$ cat src/rtl/pll_seq_ctrl.sv
// pll_seq_ctrl: power-down / reset / lock-wait sequencer and dynamic divider/duty/phase controller for fft_pll.
// Defining PLL_SEQ_STATS_EN builds the lost_cnt / tmo_cnt statistics counters; otherwise those ports read 0.
module pll_seq_ctrl #(
  parameter int          PWD_CYCLES   = 10,
  parameter int          RST_CYCLES   = 10,
  parameter int          LOCK_TIMEOUT = 65535,
  parameter int          LOCK_FILT    = 4,
  parameter int          MAX_RETRY    = 3,
  parameter logic [9:0]  ODIV_RST     = 10'd100,
  parameter logic [9:0]  DUTY_RST     = 10'd100,
  parameter logic [12:0] PHASE_RST    = 13'd16
) (
  input  logic        clk_tb,
  input  logic        rst_n,
  input  logic        pll_lock,
  input  logic        restart,
  input  logic        cfg_valid,
  output logic        cfg_ready,
  input  logic [2:0]  cfg_ch,
  input  logic [9:0]  cfg_odiv,
  input  logic [9:0]  cfg_duty,
  input  logic [12:0] cfg_phase,
  output logic        cfg_err,
  output logic        pll_pwd,
  output logic        pll_rst,
  output logic [49:0] dyn_odiv,
  output logic [49:0] dyn_duty,
  output logic [64:0] dyn_phase,
  output logic        locked,
  output logic        fail,
  output logic [2:0]  state_o,
  output logic [7:0]  lost_cnt,
  output logic [7:0]  tmo_cnt
);
  typedef enum logic [2:0] {
    S_PWD       = 3'd0,
    S_RST       = 3'd1,
    S_WAIT_LOCK = 3'd2,
    S_LOCKED    = 3'd3,
    S_FAIL      = 3'd4
  } state_t;

  localparam int FILT_W  = $clog2(LOCK_FILT + 1);
  localparam int RETRY_W = $clog2(MAX_RETRY + 1);

  state_t             state, state_nxt;
  logic [15:0]        seq_cnt;
  logic [15:0]        tmo;
  logic [RETRY_W-1:0] retry;
  logic [FILT_W-1:0]  filt;
  logic               lock_meta, lock_s, lock_q;
  logic               accept, bad_req, timeout, enter_rst;

  // lock_q counts the current lock_s cycle, so lock is declared LOCK_FILT+2 edges after pll_lock rises
  assign lock_q    = lock_s && (filt >= FILT_W'(LOCK_FILT - 1));
  assign enter_rst = (state_nxt == S_RST) && (state != S_RST);

  assign cfg_ready = (state == S_LOCKED);
  assign locked    = (state == S_LOCKED);
  assign fail      = (state == S_FAIL);
  assign pll_pwd   = (state == S_PWD) || (state == S_FAIL);
  assign pll_rst   = (state == S_PWD) || (state == S_RST) || (state == S_FAIL);
  assign state_o   = state;

  always_ff @(posedge clk_tb or negedge rst_n) begin
    if (!rst_n) state <= S_PWD;
    else        state <= state_nxt;
  end

  always_comb begin
    state_nxt = state;
    accept    = 1'b0;
    bad_req   = 1'b0;
    timeout   = 1'b0;
    if (restart) begin
      state_nxt = S_PWD;
    end else begin
      case (state)
        S_PWD:       if (seq_cnt == 16'(PWD_CYCLES - 1)) state_nxt = S_RST;
        S_RST:       if (seq_cnt == 16'(RST_CYCLES - 1)) state_nxt = S_WAIT_LOCK;
        S_WAIT_LOCK: begin
          if (lock_q) begin
            state_nxt = S_LOCKED;
          end else if (tmo == 16'(LOCK_TIMEOUT - 1)) begin
            timeout   = 1'b1;
            state_nxt = (int'(retry) + 1 < MAX_RETRY) ? S_PWD : S_FAIL;
          end
        end
        S_LOCKED: begin
          // lock loss outranks a same-cycle update request
          if (!lock_s) begin
            state_nxt = S_RST;
          end else if (cfg_valid) begin
            if (cfg_ch <= 3'd4) begin
              accept    = 1'b1;
              state_nxt = S_RST;
            end else begin
              bad_req   = 1'b1;
            end
          end
        end
        S_FAIL:      state_nxt = S_FAIL;
        default:     state_nxt = S_PWD;
      endcase
    end
  end

  always_ff @(posedge clk_tb or negedge rst_n) begin
    if (!rst_n) begin
      lock_meta <= 1'b0;
      lock_s    <= 1'b0;
      filt      <= '0;
      seq_cnt   <= '0;
      tmo       <= '0;
      retry     <= '0;
      cfg_err   <= 1'b0;
      dyn_odiv  <= {5{ODIV_RST}};
      dyn_duty  <= {5{DUTY_RST}};
      dyn_phase <= {5{PHASE_RST}};
    end else begin
      lock_meta <= pll_lock;
      lock_s    <= lock_meta;
      if (enter_rst || !lock_s)                filt <= '0;
      else if (filt != FILT_W'(LOCK_FILT))     filt <= filt + 1'b1;
      if (restart || state_nxt != state)       seq_cnt <= '0;
      else if (state == S_PWD || state == S_RST) seq_cnt <= seq_cnt + 16'd1;
      tmo <= (state == S_WAIT_LOCK && state_nxt == S_WAIT_LOCK) ? tmo + 16'd1 : 16'd0;
      if (restart)                                 retry <= '0;
      else if (state == S_WAIT_LOCK && lock_q)     retry <= '0;
      else if (timeout)                            retry <= retry + 1'b1;
      cfg_err <= bad_req;
      for (int n = 0; n < 5; n++) begin
        if (accept && cfg_ch == 3'(n)) begin
          dyn_odiv[10*n +: 10]  <= cfg_odiv;
          dyn_duty[10*n +: 10]  <= cfg_duty;
          dyn_phase[13*n +: 13] <= cfg_phase;
        end
      end
    end
  end

`ifdef PLL_SEQ_STATS_EN
  logic lost_evt;
  assign lost_evt = (state == S_LOCKED) && !lock_s && !restart;

  always_ff @(posedge clk_tb or negedge rst_n) begin
    if (!rst_n) begin
      lost_cnt <= 8'd0;
      tmo_cnt  <= 8'd0;
    end else begin
      if (lost_evt && lost_cnt != 8'hFF) lost_cnt <= lost_cnt + 8'd1;
      if (timeout && tmo_cnt != 8'hFF)   tmo_cnt  <= tmo_cnt + 8'd1;
    end
  end
`else
  assign lost_cnt = 8'd0;
  assign tmo_cnt  = 8'd0;
`endif
endmodule

$ cat config.mk
export PLATFORM = sky130hd
export DESIGN_NAME = pll_seq_ctrl
export DESIGN_NICKNAME = d
export VERILOG_FILES = /design/src/rtl/pll_seq_ctrl.sv
export SDC_FILE = /design/constraint.sdc
export NUM_CORES = 1
export LEC_CHECK = 0
export BUFFER_PORTS_ARGS = -buffer_cell sky130_fd_sc_hd__buf_4
export CORE_ASPECT_RATIO = 1.4
export CORE_MARGIN = 2
export CORE_UTILIZATION = 55
export CTS_BUF_LIST = sky130_fd_sc_hd__clkbuf_8
export CTS_CLUSTER_DIAMETER = 60
export DETAILED_ROUTE_END_ITERATION = 7
export GPL_ROUTABILITY_DRIVEN = 1
export PLACE_DENSITY = 0.85
export SETUP_SLACK_MARGIN = 0.5
export SYNTH_ARGS = -nofsm -noshare
export SYNTH_HDL_FRONTEND = slang
export SYNTH_SLANG_ARGS = --single-unit
$ cat constraint.sdc
create_clock -name clk_tb -period 2.6 [get_ports clk_tb]
set_input_delay 0.39 -clock clk_tb [delete_from_list [all_inputs] [get_ports clk_tb]]
set_output_delay 0.39 -clock clk_tb [all_outputs]
set_load 0.02 [all_outputs]
== Yosys cells after proc, flatten, opt, wreduce, memory -nomap -nowiden ==
Cells that the tools add are included.
Word-level totals
  input bits: 41
  output and inout bits: 190
  bits in registers: 208
  logic and storage cells: 98
Cells by class
  equal/unequal tests: 15
  $add $sub $neg: 5
  reductions and logical operators: 20
  $lt $le $gt $ge: 3
  multiplexer cells: 32
Operator list (number)
  $mux 16: 3
  $mux 3: 11
  $add 16x1->16 const B: 2
  $eq 16x16->1 const B: 1
  $eq 16x4->1 const B: 1
  $eq 3x2->1 const B: 5
  $pmux 3 s5: 1
  $mux 1: 14
  $eq 3x1->1 const B: 3
  $logic_and 1x1->1: 9
  $eq 3x3->1 const B: 2
  $logic_not 3->1: 2
  $mux 2: 3
  $logic_or 1x1->1: 5
  $reduce_bool 2->1: 2
  $add 2x1->3 const B: 1
  $add 3x1->3 const B: 1
  $ge 3x2->1 const B: 1
  $le 3x3->1 const B: 1
  $lt 3x2->1 const B: 1
  $ne 3x1->1 const B: 1
  $ne 3x3->1: 1
  $ne 3x3->1 const B: 1
  $reduce_bool 3->1: 1
  other kinds (2): 2

== Logic depth before layout (Yosys ltp) ==
Gate-level depths: netlist of run 1.
  word-level depth: 11
  mapped depth: 8
  depth with buffers taken out: 7

== Worst setup path after synthesis of run 1 ==
Ideal clock, no wire load.
  path type: reg2reg
  from: reg state[1], in the netlist state_o[1]
  to: reg dyn_odiv[11]
  period minus slack after synthesis: 1.918 ns
  setup time: 0.125 ns
  data required time: 2.475 ns
  path buffers: 2
  path slack: 0.682 ns
  cell stages (with the launch flop): 8
  data arrival time: 1.793 ns
  cells stage by stage: dfrtp_1 > buf_6 > nand2b_2 > nor4_4 > nand2_1 > nor2_4 > buf_6 > mux2_2
Between the ends
  word-level cells in the longest chain between the ends: 4
Ends and longest elaborated chain
  start, declared: RTL line 46  | state_t state, state_nxt;
  start signal, assigned: RTL line 67  | else state <= state_nxt;
  $eq 3x2->1: RTL line 78  | case (state)
  $mux 1: RTL line 78
  $mux 1: RTL line 75  | if (restart) begin
  $logic_and 1x1->1: RTL line 133  | if (accept && cfg_ch == 3'(n)) begin
  end signal, assigned: RTL line 117  | dyn_odiv <= {5{ODIV_RST}};
  end signal, assigned by index: RTL line 134  | dyn_odiv[10*n +: 10] <= cfg_odiv;
  end, declared: RTL line 26  | output logic [49:0] dyn_odiv,
Every way passes these cells.
A chain may end at the register's enable or synchronous reset.

== Final worst setup path of run 1 ==
  from: reg state[2], in the netlist state_o[2]
  to: reg dyn_odiv[10]
The elaborated chain is that of the path after synthesis.

==> impl_metrics.json, run 1 <==
{
  "synth.avg_cell_area_sq_um": 14.1,
  "grt_pass1_wl_mm": 32.6,
  "synth_top_family_by_area": "multiplexers",
  "synth_top_cell_area_share": 0.494,
  "slew_violations": 0,
  "timing.final.crit_share": 0.810,
  "grt_pass1_vias": 6150,
  "rows": 54,
  "avgViaCountPerCell": 5.46,
  "r2r_slack_ps": 490,
  "setup-tns-final_ps": 0,
  "synth-edff-count": 0,
  "routed_wl_mm": 21.6,
  "port-buffer-count": 214,
  "fmax_mhz": 475,
  "cp_data_required_time_ps": 3040,
  "rsz0062_at_grt": "yes",
  "syn-cell-area_sq_um": 8770,
  "clock-sinks": 208,
  "finalSetupViolations": 0,
  "synthAdderAreaFrac": 0.0128,
  "arrival_ps": 2550,
  "drt_first_iter_violations": 321,
  "yosysMostFrequentCell": "dfrtp_1",
  "gr-total-overflow": 0,
  "multi_input_area_sq_um": 3290,
  "place_hpwl_mm": 14.5,
  "cts_root_buf": "clkbuf_8",
  "routedWlPerCell_microns": 19.8,
  "fin_nets": 922,
  "worstSetupPathType": "register to register",
  "area_growth_pct": 29.9,
  "htreeDepth": 1,
  "grt_max_degree": 85,
  "ir_drop_uv": 553,
  "antenna_cells": 0,
  "seq_area_frac_synth": 0.599,
  "dieArea_sq_um": 17000,
  "hp-class": "input port to register",
  "num_vias": 5962,
  "synth_xor_area_frac": 0.0300,
  "drive_gt1_frac": 0.569,
  "status": "complete, no violations",
  "antenna_found_initial": 0,
  "crit_fanout": 8,
  "start_util": 0.562,
  "postRouteAntennaNets": 0,
  "crit_path_start_kind": "register",
  "worst_pin_slew_ps": 680,
  "hold_violations": 0,
  "io_pins": 231,
  "clkTransAtPathRegs_ps": 70,
  "synth_area_leader_cell": "dfrtp_1",
  "firstDrtPassIters": 4,
  "slew_headroom": 0.547,
  "synthMuxAreaShare": 0.213,
  "total_power_uw": 6340,
  "syn-instance-count": 620,
  "fill_cells": 1013,
  "cts_tree": "built",
  "maxCapViolCount": 0,
  "synthDistinctLibCells": 48,
  "cts-buffers-inserted": 31,
  "synth_compound_area_frac": 0.0190,
  "die_x_microns": 111,
  "yosys-top-cells-area": "dfrtp_1, mux2_2, dfstp_2",
  "leakagePower_uw": 0.00584,
  "grt_use_total": 0.237,
  "clock_path_buffers": 3,
  "worstSetupEndpointType": "register",
  "ys_top_cells_by_count": "dfrtp_1, mux2_2, nor2_1",
  "drcViolationCount": 0,
  "die_h_microns": 153,
  "synth_flop_cell": "dfrtp_1",
  "yosysWarnings": 0,
  "synth-seq-cells": 208,
  "yosys.area_share.simple": 0.0746,
  "synthArstFlopShare": 1.00,
  "period_minus_slack_ps": 2110,
  "skew_ps": 24.4,
  "core_area_sq_um": 15600,
  "clk_latency_ps": 560,
  "powerDensity_nw_per_um2": 556,
  "gp_congestion": 0.867,
  "regArea_sq_um": 5250
}
worst max-delay path: stages, from the launching register on:
cell and delay, ps:
dfrtp_2 470, nand2b_4 190, nor4_4 350, nand2_1 140
nor2_4 280, clkbuf_16 230, mux2_2 330
repair_timing:
item / in CTS / in global routing
hold buffers: 2 / 0
hold endpoints to repair: 72 / 0
buffers inserted: 2 / 10
pin swaps: 1 / 15
setup endpoints to repair: 133 / 163
gates cloned: 0 / 5
resized for setup: 8 / 33
cell type report:
type,instances,share of cell area
Inverter,15,0.00494
Clock inverter,20,0.00747
Sequential cell,208,0.461
Timing Repair Buffer,243,0.172
Tap cell,196,0.0215
Clock buffer,37,0.0447
Multi-Input combinational cell,373,0.289
layer usage:
metal	track usage	wire [microns]	vias up
met2	0.423	11500	251
met3	0.0488	1250	59
li1	-	-	2629
met4	0.106	842	0
met5	0	0	-
met1	0.275	8040	3023
final timing paths:
kind / startpoint / end / cells past startpoint
hold reg to reg: lock_meta / lock_s / 0
min in group asynchronous: rst_n / dyn_phase[57] / 2
setup / recovery: state_o[2] / dyn_odiv[10] / 6
setup reg to reg: state_o[2] / dyn_odiv[10] / 6
hold / removal: cfg_odiv[7] / dyn_odiv[27] / 2
max in group asynchronous: rst_n / dyn_odiv[25] / 3
registers in the layout, indices dropped and copies added, names as in the netlist:
register	count
dyn_odiv	50
dyn_phase	65
lock_meta	1
seq_cnt	16
dyn_duty	50
lock_s	1
cfg_err	1
filt	3
retry	2
state_o	3
tmo	16
power by group:
group / switching (uW) / internal [uW]
Sequential: 47.3 / 3290
Clock: 1210 / 1290
Combinational: 289 / 205
Total: 1550 / 4790
placed cells by master (no fill, tap or decap), types with 9 or more instances in the layout:
| cell | instances |
|---|---|
| buf_4 | 228 |
| dfrtp_1 | 169 |
| mux2_2 | 146 |
| nor2_1 | 47 |
| clkbuf_8 | 38 |
| dfstp_2 | 35 |
| inv_1 | 30 |
| nand2_1 | 20 |
| xnor2_1 | 18 |
| conb_1 | 16 |
| mux2_4 | 13 |
| xor2_1 | 12 |
| nand4_1 | 10 |
| nand3_1 | 9 |
kinds of logic (layout without fill, tap and decap cells):
| group | Yosys count | after routing |
|---|---|---|
| AOI/OAI and AO/OA | 25 | 25 |
| xor gates and xnor gates | 30 | 30 |
| adders and majority gates | 9 | 9 |
| buffers and inverters | 56 | 315 |
| DFF | 208 | 208 |
| muxes | 166 | 166 |
| other | 1 | 16 |
| and+or+nand+nor | 125 | 127 |
stage by stage:
stage | cells | hold WS (ps) | worst slack, ps | instance area [sq um] | utilization
2_1_floorplan | 635 | 94.4 | 682 | 8830 | -
3_3_place_gp | 1016 | 336 | 494 | 10400 | 0.668
3_5_place_dp | 1016 | 342 | 393 | 10400 | 0.668
4_1_cts | 1077 | 41.7 | 453 | 11100 | 0.711
5_1_grt | 1092 | 81.8 | 425 | 11400 | 0.730
6_report | 1092 | 87.7 | 493 | 11400 | 0.730
(Power assumes the default switching activity.)
==> run 2, diff against run 1 <==
==> constraint.sdc (replaced) <==
create_clock -name clk_tb -period 2.1 [get_ports clk_tb]
set_input_delay 0.315 -clock clk_tb [delete_from_list [all_inputs] [get_ports clk_tb]]
set_output_delay 0.315 -clock clk_tb [all_outputs]
set_load 0.02 [all_outputs]
==> run 2 against run 1 <==
First-iteration DRC count increased by 45%. Sequential power increased by 24%. Sequential share of layout area decreased by 5.0 points. Largest cell class unchanged. Critical path type unchanged. Die area unchanged. Utilization increased by 8.8 points. Highest routed layer unchanged. Total power increased by 33%. Clock power increased by 40%. Clock skew decreased by 0.65 ps. Global-route usage increased by 6.0 points.
==> impl_metrics.json, run 2 (synthesized netlist as in run 1, its figures left out) <==
{
  "grt_max_degree": 70,
  "die_h_microns": 153,
  "finalSetupViolations": 0,
  "htreeDepth": 2,
  "stdcell_count": 1147,
  "drt_first_iter_violations": 466,
  "routed_wl_mm": 27.1,
  "largest_reg_flops": 65,
  "skew_ps": 23.8,
  "rows": 54,
  "arrival_ps": 2400,
  "antenna_found_initial": 0,
  "swShare": 0.251,
  "maxCapViolCount": 0,
  "grt_pass1_wl_mm": 39.6,
  "period_minus_slack_ps": 2040,
  "crit_path_start_kind": "register",
  "crit_fanout": 8,
  "worst_slack_ps": 62.2,
  "firstDrtPassIters": 5,
  "slew_violations": 0,
  "start_util": 0.562,
  "seqPwrFrac": 0.490,
  "leakagePower_uw": 0.00634,
  "setup-tns-final_ps": 0,
  "gr-total-overflow": 0,
  "pre_cts_ws_ps": 34.5,
  "cts-buffers-inserted": 34,
  "slowest_stage": "nor4_4",
  "hold_slack_ps": 83.4,
  "powerDensity_nw_per_um2": 660,
  "dieArea_sq_um": 17000,
  "power_frac_clock": 0.416,
  "core_area_sq_um": 15600,
  "num_vias": 6460,
  "p_switching_uw": 2120,
  "p_int_uw": 6310,
  "hp-class": "input port to register",
  "drcViolationCount": 0,
  "timing.final.crit_share": 0.970,
  "drive_gt1_frac": 0.640,
  "clkTransAtPathRegs_ps": 60,
  "port-buffer-count": 214,
  "hold_violations": 0,
  "worst_pin_slew_ps": 593,
  "fin_nets": 976,
  "slew_headroom": 0.605,
  "status": "complete, no violations",
  "worstSetupPathType": "register to register",
  "worstHoldPathCells": 2,
  "reg_top3": "dyn_phase: 65 flops, dyn_duty: 50 flops, dyn_odiv: 50 flops",
  "avgViaCountPerCell": 5.63,
  "reg2reg_depth": 8,
  "cp_data_required_time_ps": 2470,
  "final_cell_mix": "buf_4, dfrtp_1, mux2_4",
  "grt_use_total": 0.297,
  "gp_congestion": 0.919,
  "die_x_microns": 111,
  "io_pins": 231,
  "worstSetupEndpointType": "register",
  "clock-sinks": 208,
  "slowest_delay_ps": 430,
  "grt_pass1_vias": 6762,
  "fmax_mhz": 491,
  "crit_chain": "inv_1, ha_1, nand4_1, nor4_4, buf_4, nand2_2, nand3_4, nor2_2",
  "dp_cells": 1022,
  "cts_tree": "built",
  "place_hpwl_mm": 15.1,
  "ir_drop_uv": 544,
  "combPwrFrac": 0.094,
  "postRouteAntennaNets": 0,
  "clk_latency_ps": 500,
  "rsz0062_at_grt": "yes",
  "routedWlPerCell_microns": 23.6,
  "regMostFlops": "dyn_phase",
  "mostFrequentLayoutCell": "buf_4",
  "clock_path_buffers": 3,
  "antenna_cells": 0,
  "area_growth_pct": 45.6,
  "total_power_uw": 8430,
  "cts_root_buf": "clkbuf_8"
}
==> run 2: path summary, 6_finish.rpt <==
| path | endpoint | slack (ps) | startpoint |
|---|---|---|---|
| setup / recovery | tmo[11] | 60 | tmo[0] |
| hold / removal | retry[0] | 80 | restart |
| setup reg to reg | tmo[11] | 60 | tmo[0] |
| hold reg to reg | lock_s | 360 | lock_meta |
| max in group asynchronous | dyn_phase[43] | 930 | rst_n |
| min in group asynchronous | dyn_odiv[27] | 390 | rst_n |
==> run 2: what timing repair did <==
action	in CTS	in global routing
cloned	13	2
buffers inserted	32	15
hold buffers	2	0
endpoints found under the setup margin	205	211
pin swaps	13	21
resized for setup	55	69
endpoints found under the hold margin	51	0
==> run 2: final cells by class <==
| type | instances | area [sq um] |
|---|---|---|
| multi-input cells | 373 | 3800 |
| flip-flops and latches | 208 | 5250 |
| inverters | 15 | 56.3 |
| repair buffers | 294 | 2740 |
| well taps | 196 | 245 |
| clock inverters | 20 | 109 |
| fillers | 777 | 2840 |
| clock buffers | 41 | 564 |
==> run 2: worst max-delay path, delay by kind of cell (launching register included) <==
family                     cells  cell delay [ps]
and+or+nand+nor                5             1060
adders and majority gates      1              140
buffers and inverters          2              290
DFF                            1              410
==> run 2: metal layers <==
| metal | global-route usage | routed length [microns] | share of wire | vias up |
|---|---|---|---|---|
| met5 | 0 | 0 | 0 | - |
| met4 | 0.102 | 1140 | 0.042 | 0 |
| met3 | 0.0504 | 1630 | 0.060 | 84 |
| met2 | 0.554 | 14700 | 0.54 | 355 |
| met1 | 0.342 | 9630 | 0.36 | 3269 |
| li1 | - | - | - | 2752 |
==> run 2: per-stage QoR <==
stage,instance area [sq um],util
2_1_floorplan,9160,-
3_3_place_gp,10800,0.694
3_5_place_dp,10800,0.694
4_1_cts,12300,0.789
5_1_grt,12800,0.818
6_report,12800,0.818
==> run 2: power groups by stage <==
stage | Clock [uW] | Combinational [uW] | Sequential [uW]
floorplan | 0 | 247 | 4220
global placement | 0 | 523 | 4190
detailed placement | 0 | 560 | 4200
CTS | 3490 | 670 | 4120
global route | 3710 | 843 | 4130
finish | 3510 | 796 | 4130
==> run 3, diff against run 2 <==
==> constraint.sdc (replaced) <==
create_clock -name clk_tb -period 2.19 [get_ports clk_tb]
set_input_delay 0.3285 -clock clk_tb [delete_from_list [all_inputs] [get_ports clk_tb]]
set_output_delay 0.3285 -clock clk_tb [all_outputs]
set_load 0.02 [all_outputs]
==> run 3 against run 2 <==
Clock power shrank 7.7%. Total power is 6.2% lower. Cell area grew 2.4%. Critical endpoint is now dyn_odiv[10]. Sequential power fell by 4%. Clock skew shrank 8.3 ps. Register-to-register slack got worse by 60 ps. Critical path type unchanged. First-iteration DRC count grew 9.0%. Maximum frequency fell by 6.9%. Non-clock buffer count rose by 12. Via count increased by 2.9%.
==> impl_metrics.json, run 3 (synthesized netlist as in run 1, its figures left out) <==
{
  "stdcell_count": 1156,
  "r2r_slack_ps": 0.4,
  "p_switching_uw": 1990,
  "ir_drop_uv": 742,
  "slowest_stage": "dfrtp_2",
  "worstSetupPathType": "register to register",
  "drcViolationCount": 0,
  "port-buffer-count": 214,
  "period_minus_slack_ps": 2190,
  "firstDrtPassIters": 5,
  "io_pins": 231,
  "cts-buffers-inserted": 31,
  "setup-tns-final_ps": 0,
  "routed_wl_mm": 29.4,
  "routedWlPerCell_microns": 25.4,
  "power_frac_clock": 0.409,
  "mostFrequentLayoutCell": "buf_4",
  "postRouteAntennaNets": 0,
  "clkTransAtPathRegs_ps": 80,
  "drt_first_iter_violations": 508,
  "crit_fanout": 7,
  "final_cell_mix": "buf_4, dfrtp_1, mux2_4",
  "grt_use_total": 0.299,
  "worstSetupEndpointType": "register",
  "avgViaCountPerCell": 5.75,
  "clock_path_buffers": 3,
  "combPwrFrac": 0.090,
  "core_area_sq_um": 15600,
  "cp.buffers_inverters": 3,
  "dieArea_sq_um": 17000,
  "fmax_mhz": 457,
  "fin_nets": 985,
  "arrival_ps": 2620,
  "slew_violations": 0,
  "hp-class": "input port to register",
  "die_x_microns": 111,
  "swShare": 0.252,
  "cts_tree": "built",
  "htreeDepth": 1,
  "gp_congestion": 0.887,
  "grt_max_degree": 56,
  "cts_root_buf": "clkbuf_8",
  "leakagePower_uw": 0.00646,
  "fill_cells": 714,
  "start_util": 0.562,
  "timing.final.crit_share": 1.00,
  "rows": 54,
  "clock-sinks": 208,
  "regMostFlops": "dyn_phase",
  "antenna_cells": 0,
  "gr-total-overflow": 0,
  "hold_violations": 0,
  "dp_cells": 1020,
  "drive_gt1_frac": 0.657,
  "maxCapViolCount": 0,
  "worst_slack_ps": 0.439,
  "path_delay_family": "simple AND/OR/NAND/NOR gates",
  "finalSetupViolations": 0,
  "clk_latency_ps": 560,
  "antenna_found_initial": 0,
  "grt_pass1_wl_mm": 39.9,
  "grt_pass1_vias": 6945,
  "p_int_uw": 5920,
  "crit_path_start_kind": "register",
  "place_hpwl_mm": 15.1,
  "num_vias": 6646,
  "slowest_delay_ps": 410,
  "total_power_uw": 7910,
  "powerDensity_nw_per_um2": 605,
  "skew_ps": 15.5,
  "largest_reg_flops": 65,
  "seqPwrFrac": 0.500,
  "status": "complete, no violations",
  "pre_cts_ws_ps": 147,
  "die_h_microns": 153,
  "rsz0062_at_grt": "yes",
  "reg_top3": "dyn_phase: 65 flops, dyn_duty: 50 flops, dyn_odiv: 50 flops",
  "crit_chain": "buf_8, nand2_8, nor4_4, nand2_2, nor2_4, buf_6, clkbuf_16, mux2_4",
  "area_growth_pct": 49.1,
  "cp_data_required_time_ps": 2620
}
[run 3: cell count changes in the layout (fill, tap and decap cells not counted), sizes merged]
| cell | before | now |
|---|---|---|
| clkinvlp | 0 | 1 |
| clkinv | 6 | 4 |
| buf | 289 | 299 |
[run 3: worst reg2reg max path: stages, from the launching register on]
cell and delay [ps]:
dfrtp_2 410, buf_8 140, nand2_8 70, nor4_4 400, nand2_2 160, nor2_4 230
buf_6 170, clkbuf_16 180, mux2_4 310
[run 3: metal layers]
layer / part of all wire / global-route usage / wire [microns] / up-vias
met5: 0 / 0 / 0 / -
met4: 0.059 / 0.107 / 1740 / 0
met3: 0.052 / 0.0448 / 1530 / 106
met2: 0.53 / 0.557 / 15500 / 340
met1: 0.36 / 0.347 / 10500 / 3433
li1: - / - / - / 2767
[run 3: worst paths after layout]
check                            from       endpoint  depth (start not counted)
min                           restart       retry[0]                          2
max reg2reg                state_o[0]   dyn_odiv[10]                          8
max in group asynchronous       rst_n   dyn_odiv[22]                          3
min reg2reg                 lock_meta         lock_s                          0
max                        state_o[0]   dyn_odiv[10]                          8
min in group asynchronous       rst_n  dyn_phase[45]                          2
[run 3: through the flow]
step | cell area (sq um) | util | hold WS [ps]
final | 13100 | 0.838 | 34.0
after floorplan | 9160 | - | 32.9
after CTS | 12400 | 0.795 | 8.76
after global routing | 13100 | 0.838 | 24.0
after global placement | 10800 | 0.694 | 320
after detailed placement | 10800 | 0.694 | 330
[run 3: final cells by class]
type	count	area [sq um]	area share
flip-flops and latches	208	5250	0.402
multi-input cells	373	3910	0.299
repair buffers	306	2960	0.226
clock buffers	39	537	0.0411
well taps	196	245	0.0188
clock inverters	19	106	0.00813
inverters	15	63.8	0.00488
[run 3: timing repair]
action | in CTS | in global routing
resized for setup | 81 | 85
pin swaps | 22 | 30
setup buffers | 33 | 24
gates cloned | 13 | 6
endpoints found under the setup margin | 195 | 211
hold endpoints to repair | 46 | 0
hold buffers | 2 | 0
[run 3: power by group through the flow]
| stage | clock, uW | sequential [uW] | combinational [uW] |
|---|---|---|---|
| floorplan | 0 | 4050 | 230 |
| global placement | 0 | 4020 | 498 |
| detailed placement | 0 | 4030 | 534 |
| CTS | 3250 | 3950 | 625 |
| global route | 3420 | 3960 | 773 |
| finish | 3240 | 3960 | 715 |
